File: src/rtl/microsequencer.sv
// Microsequencer: selects the next microstore state from opcode decode,
// increment, conditional branch, call/return through a 2-deep return stack,
// or a hold mode with a forced exit to the illegal state after a timeout.
module microsequencer #(
    parameter int MAX_STATE = 49,
    parameter int TIMEOUT   = 255
) (
    input  logic        clk,
    input  logic        reset,
    input  logic [2:0]  n_sel,
    input  logic [1:0]  cond_sel,
    input  logic        inv,
    input  logic [6:0]  cr,
    input  logic [31:0] ir,
    input  logic        moc,
    input  logic        cond_true,
    output logic [6:0]  state,
    output logic        err,
    output logic        timeout
);

    localparam logic [7:0] MAX_S = 8'(MAX_STATE);
    localparam logic [8:0] TO_S  = 9'(TIMEOUT);
    localparam logic [6:0] ILLEGAL_STATE = 7'd5;

    // Only the opcode field of ir matters to sequencing.
    logic ir_unused;
    assign ir_unused = ^ir[25:0];

    logic [6:0] stk0, stk1;       // stk0 is the top of the return stack
    logic [1:0] depth;
    logic [7:0] hold_cnt;

    logic       c_sel, c;
    logic [7:0] inc_full;
    logic [6:0] inc, enc;

    logic [6:0] nxt_raw, nxt_state, nxt_stk0, nxt_stk1;
    logic [1:0] nxt_depth;
    logic [7:0] nxt_cnt;
    logic       nxt_err, nxt_timeout;

    // Any state beyond the microstore maps back to state 0.
    function automatic logic [6:0] clamp(input logic [6:0] s);
        clamp = ({1'b0, s} > MAX_S) ? 7'd0 : s;
    endfunction

    // Condition select, wrapped increment and opcode decode.
    always_comb begin
        case (cond_sel)
            2'b00:   c_sel = moc;
            2'b01:   c_sel = cond_true;
            2'b10:   c_sel = 1'b1;
            default: c_sel = 1'b0;
        endcase
        c = c_sel ^ inv;

        inc_full = {1'b0, state} + 8'd1;
        inc      = (inc_full > MAX_S) ? 7'd0 : inc_full[6:0];

        case (ir[31:26])
            6'b000000: enc = 7'd6;
            6'b001000: enc = 7'd17;
            6'b001001: enc = 7'd17;
            6'b100011: enc = 7'd30;
            6'b101011: enc = 7'd31;
            6'b000100: enc = 7'd34;
            6'b000101: enc = 7'd35;
            6'b000010: enc = 7'd45;
            6'b000011: enc = 7'd46;
            6'b001111: enc = 7'd49;
            default:   enc = ILLEGAL_STATE;
        endcase
    end

    // Next-state, return stack, hold counter and flag updates by n_sel mode.
    always_comb begin
        nxt_raw     = state;
        nxt_stk0    = stk0;
        nxt_stk1    = stk1;
        nxt_depth   = depth;
        nxt_cnt     = 8'd0;
        nxt_err     = err;
        nxt_timeout = 1'b0;
        case (n_sel)
            3'b000: nxt_raw = enc;
            3'b001: nxt_raw = 7'd1;
            3'b010: nxt_raw = inc;
            3'b011: nxt_raw = c ? cr : inc;
            3'b100: nxt_raw = c ? cr : enc;
            3'b101: begin
                // Push shifts the stack; when full the oldest entry falls off.
                nxt_raw  = cr;
                nxt_stk1 = stk0;
                nxt_stk0 = inc;
                if (depth == 2'd2) nxt_err = 1'b1;
                else               nxt_depth = depth + 2'd1;
            end
            3'b110: begin
                if (depth == 2'd0) begin
                    nxt_raw = 7'd0;
                    nxt_err = 1'b1;
                end else begin
                    nxt_raw   = stk0;
                    nxt_stk0  = stk1;
                    nxt_depth = depth - 2'd1;
                end
            end
            default: begin
                if (c) begin
                    nxt_raw = inc;
                end else if ({1'b0, hold_cnt} + 9'd1 == TO_S) begin
                    nxt_raw     = ILLEGAL_STATE;
                    nxt_timeout = 1'b1;
                end else begin
                    nxt_cnt = hold_cnt + 8'd1;
                end
            end
        endcase
        nxt_state = clamp(nxt_raw);
    end

    // State register; reset overrides every mode.
    always_ff @(posedge clk) begin
        if (reset) begin
            state    <= 7'd0;
            stk0     <= 7'd0;
            stk1     <= 7'd0;
            depth    <= 2'd0;
            hold_cnt <= 8'd0;
            err      <= 1'b0;
            timeout  <= 1'b0;
        end else begin
            state    <= nxt_state;
            stk0     <= nxt_stk0;
            stk1     <= nxt_stk1;
            depth    <= nxt_depth;
            hold_cnt <= nxt_cnt;
            err      <= nxt_err;
            timeout  <= nxt_timeout;
        end
    end

endmodule
File: config.mk
export PLATFORM = sky130hd
export DESIGN_NAME = microsequencer
export DESIGN_NICKNAME = d
export VERILOG_FILES = /design/src/rtl/microsequencer.sv
export SDC_FILE = /design/constraint.sdc
export NUM_CORES = 1
export LEC_CHECK = 0
export ABC_CLOCK_PERIOD_IN_PS = 4200
export CORE_MARGIN = 3
export CORE_UTILIZATION = 33
export DETAILED_ROUTE_END_ITERATION = 12
export DONT_BUFFER_PORTS = 1
export GPL_TIMING_DRIVEN = 0
export PLACE_DENSITY = 0.43
export SETUP_SLACK_MARGIN = 0.3
export SYNTH_ARGS = -nofsm -noshare
export SYNTH_HDL_FRONTEND = slang
export SYNTH_SLANG_ARGS = --single-unit
File: constraint.sdc
create_clock -name clk -period 4.2 [get_ports clk]
set_input_delay 0.42 -clock clk [delete_from_list [all_inputs] [get_ports clk]]
set_output_delay 0.42 -clock clk [all_outputs]
set_load 0.05 [all_outputs]
# == Word-level counts from Yosys, hierarchy flattened ==
# Cells that the tools add are included.
# op_classes
n_addsub,5
multipliers,0
n_div,0
magnitude_cmp,2
eq_ne,23
n_shift,0
muxes,18
bitwise,1
reduce_logical,12
# op_table
operator,n
6-bit case mux with 9 select lines,1
7-bit two-way mux,7
7-bit case mux with 7 select lines,1
6-bit by 4-bit equality test with 1-bit output (second input constant),3
7-bit case mux with 2 select lines,1
6-bit by 2-bit equality test with 1-bit output (second input constant),2
6-bit by 3-bit equality test with 1-bit output (second input constant),2
6-bit equality test (second input constant),2
10-bit OR reduction,1
8-bit by 1-bit adder with 9-bit output (second input constant),1
3-bit equality test (second input constant),3
9-bit by 8-bit equality test with 1-bit output (second input constant),1
9-bit OR reduction,1
7-bit by 1-bit adder with 8-bit output (second input constant),1
8-bit by 1-bit adder with 8-bit output (second input constant),1
8-bit by 6-bit greater-than comparator with 1-bit output (second input constant),1
2-bit inequality test (second input constant),4
7-bit by 6-bit greater-than comparator with 1-bit output (second input constant),1
3-bit by 2-bit equality test with 1-bit output (second input constant),2
6-bit zero test,1
3-bit AND reduction,2
2-bit equality test (second input constant),2
2-bit zero test,2
2-bit two-way mux,2
13 further kinds,16
# word_totals
reg_bits,33
latchBits,0
ram_bits,0
rom_bits,0
output_inout_bits,9
mem_count,0

# == Logic depth before layout (Yosys ltp) ==
# depth
depth_word,7
depth_mapped,11

# == Least setup slack after synthesis ==
# Ideal clock, no wire load.
# synth_timing
path_kind,register to register
from,register state[0]
to,register state[4]
setup_time_ns,0.127
arrival_time_ns,2.623
required_time_ns,4.073
path_slack_ns,1.450
stages_incl_launch_ff,11
n_path_buf,1
period_less_slack_ns,2.750
path_cell_list,dfxtp_1 > ha_1 > nand3_1 > or4_1 > o31ai_1 > a211o_1 > buf_6 > nand3_1 > a32o_1 > o21ai_2 > a21oi_1
# synth_between
elab_chain_len,7
# synth_rtl
item,line_no,rtl
"start, declared",17,"output logic [6:0] state,"
"start signal, assigned",134,state <= nxt_state;
7-bit by 1-bit adder with 8-bit output,58,"inc_full = {1'b0, state} + 8'd1;"
8-bit by 6-bit greater-than comparator with 1-bit output,59,inc = (inc_full > MAX_S) ? 7'd0 : inc_full[6:0];
7-bit two-way mux,59,
"7-bit two-way mux, on equally long branches","110, 89",
7-bit case mux with 7 select lines *,85,case (n_sel)
7-bit by 6-bit greater-than comparator with 1-bit output,45,"clamp = ({1'b0, s} > MAX_S) ? 7'd0 : s;"
2-bit OR reduction (no line),--,
# Every way passes the cells marked *; elsewhere a longest branch is shown, timed or not.
# A chain may end at the register's enable or synchronous reset.

# == Worst setup path after layout ==
# layout_timing
from,register state[0]
to,register state[5]
# Same word-level chain as after synthesis.

==> results.md <==
- R2R setup slack: approximately 1.1 ns
- Top cell type by total area after synthesis: dfxtp_1
- Die footprint: slightly above 0.008 sq mm
- Reg-to-reg critical path endpoint: state[5]
- Pin count of the biggest net entering global routing: 11
- Layout cell share with drive strength beyond 1: between 8 and 9%
- CORE AREA: ~0.0066 sq mm
- Final setup margin: between 1 and 1.5 ns
- Final period demand of the worst path: slightly above 3 ns
- Starting Density: 35.4%
- Post-CTS Repair Setup Buffers: 0
- Fin Setup TNS: 0 ns
- First-pass GRT wire length: approximately 12000 microns
- Mapped cell area: 0.00232 sq mm
- Worst Tran Pin Value: 0.728 ns
- Via count: 2281
- Distinct cells, synth: 65
- Post-synth ARST share: 0%
- Crit. Startpoint: state[0]
- Critical path class: reg -> reg
- Congestion Overflow GR: 0
- YS warnings: 0
- Post-synth EDFFs: 0
- Arr. time, crit path: between 3 and 4 ns
- GPL Wtd Cong: 0.816
- Port Buf Inserts: 0
- Power density cells: between 300 and 400 mW/mm^2
- Hold WC Path Type: in -> reg
- Yosys top cell area share: roughly 28%
- Post-synthesis sequential area ratio: 28.4%
- Post-CTS sizing: 0
- Max VDD drop: between 100 and 150 uV
- CTS Hold Buffers Added: 0
- Vias per std cell: around 5.5
- CTS H-tree depth: 2
- Worst Path Max Fanout: 10
- Ant diodes: 0
- Area Overhead vs Synth: 10.0%
- Util after Layout: 38.9%
- Max Slew Vio Count: 0
- Synth Register Bits: 33
- Total Wirelength: roughly 7000 microns
- Syn Nets: roughly 370
- Crit path to: state[5]
- Initial antenna violation count: 0
- Site row count: 29
- Final nets: 375
- Crit start category: flop
- FF-to-FF path depth: 11
- Pre-CTS setup slack: roughly 1.1 ns
- Mean Syn Cell Area: about 7.4 sq um
- DRC Markers: 0
- Routed len/inst: approximately 17 microns
- Main area contributors after synthesis: dfxtp_1 28%, nor2_1 7.6%, nand2_1 6.3%, a21oi_1 5.8%, nand3_1 3.0%
- Clock latency on the worst-skew pair: 0.28 ns
- Final setup fails: 0
- RSZ-0062 raised after global routing: no
- Lkg Pwr: between 0.8 and 0.9 nW
- Worst Path Required: 4.40 ns
- Critical Path End Type: flop
- Pre-Repair DR Iteration Count: 4
- Commonest non-fill, non-tap cell in the layout: nor2_1
- Final Cycle Share: 74.0%
- Max_slew headroom: between 50 and 60%
- DRT iter0 DRCs: about 160
- Post-DP HPWL: 5370 microns
- Clk buf depth: 2
- CTS Buf Count: 5
- Fin. Hold Viols: 0
- CTS tree: built
- Worst r2r src: state[0]
- Number of global-route vias before repair: roughly 2100
- Final setup skew: 0.00391 ns
- Post-synthesis cell count: around 320
- Commonest cells after routing, fill and taps aside: 47 x nor2_1, 39 x nand2_1, 33 x dfxtp_1, 27 x a21oi_1
- Status: completed
- Die extent in x: between 80 and 90 microns
- Num ports: just under 60
- CTS Sinks: 33
- Die Y: between 80 and 90 microns
- Fmax achieved: approximately 0.32 GHz
- Max_cap viols: 0
- CTS root buffer: clkbuf_8
- Post-synth top flop: dfxtp_1
- Post-DRT Antenna Nets: 0
- Tot GR Track Use: between 15 and 20%
- Clk pin slew, worst setup/hold paths: around 0.07 ns
[critical path, cell delays in order (launching register included)]
cell and delay (ns):
dfxtp_1 0.77, inv_1 0.25, ha_1 0.26, nor4b_1 0.14, nor2_1 0.10, o21ai_0 0.11, a211o_1 0.29, buf_6 0.15
a311oi_1 0.46, nor2_1 0.06, nand4bb_2 0.27, a21oi_1 0.17
[worst min-delay path by stage]
| stage | startpoint | to | slack (ns) | depth (start not counted) |
|---|---|---|---|---|
| 3_5_place_dp | stk1[0] | stk1[0] | 0.45 | 2 |
| 3_3_place_gp | stk1[2] | stk1[2] | 0.45 | 2 |
| 2_1_floorplan | stk1[1] | stk1[1] | 0.44 | 2 |
| 5_1_grt | cr[6] | state[5] | 0.37 | 3 |
| 6_report | cr[6] | state[5] | 0.36 | 3 |
| 4_1_cts | cr[6] | state[5] | 0.35 | 3 |
[metrics by stage]
stage	power [mW]	cells	hold slack (ns)	cell area (sq um)
floorplan	0.474	315	0.436	2320
global placement	0.516	408	0.445	2440
detailed placement	0.514	408	0.452	2440
CTS	0.831	416	0.351	2560
global route	0.865	416	0.370	2560
finish	0.822	416	0.364	2560
[sequential cells by signal (all words and copies together) (netlist names)]
| signal | cells |
|---|---|
| depth | 2 |
| err | 1 |
| hold_cnt | 8 |
| state | 7 |
| stk0 | 7 |
| stk1 | 7 |
| timeout | 1 |
[final cells by class]
type / count / area (sq um)
well taps: 93 / 116
clock buffers: 7 / 86.3
flip-flops and latches: 33 / 661
clock inverters: 1 / 30.0
multi-input cells: 254 / 1540
plain buffers: 14 / 73.8
inverters: 14 / 52.6
fillers: 707 / 4010
[cells by family (layout without fill, tap and decap cells)]
group,count (synthesis),in the layout,share of synthesized area [%]
flip-flops,33,33,28.4
AND/OR/NAND/NOR,138,138,28.8
adder cells (fa/ha/maj),4,4,2.15
buffers and inverters,28,36,5.44
XOR/XNOR,9,9,3.39
other,1,1,0.161
multiplexers,2,2,0.862
AO/OA/AOI/OAI,100,100,30.8
[where the power goes]
group	leakage [nW]	switching (mW)	total [mW]	internal, mW
logic	0.557	0.0960	0.150	0.0539
clock network	0.0585	0.119	0.313	0.194
registers	0.268	0.0355	0.359	0.324
[synth_stat cells, drive strengths merged, types with 5 or more instances]
cell,count
dfxtp,33
xor2,6
o211ai,6
inv,14
nand2,39
nor3,5
a21oi,28
clkbuf,10
o21ai,15
a31oi,6
or3,5
nor2,49
nand3,15
[routing by layer]
| metal | vias up | track usage (%) | share of wire (%) |
|---|---|---|---|
| met2 | 53 | 26.6 | 45 |
| met5 | - | 0 | 0 |
| met3 | 2 | 5.34 | 6.3 |
| met4 | 0 | 3.44 | 0.42 |
| met1 | 1059 | 24.6 | 48 |
| li1 | 1167 | - | - |
Power figures use the tool's default switching activity.
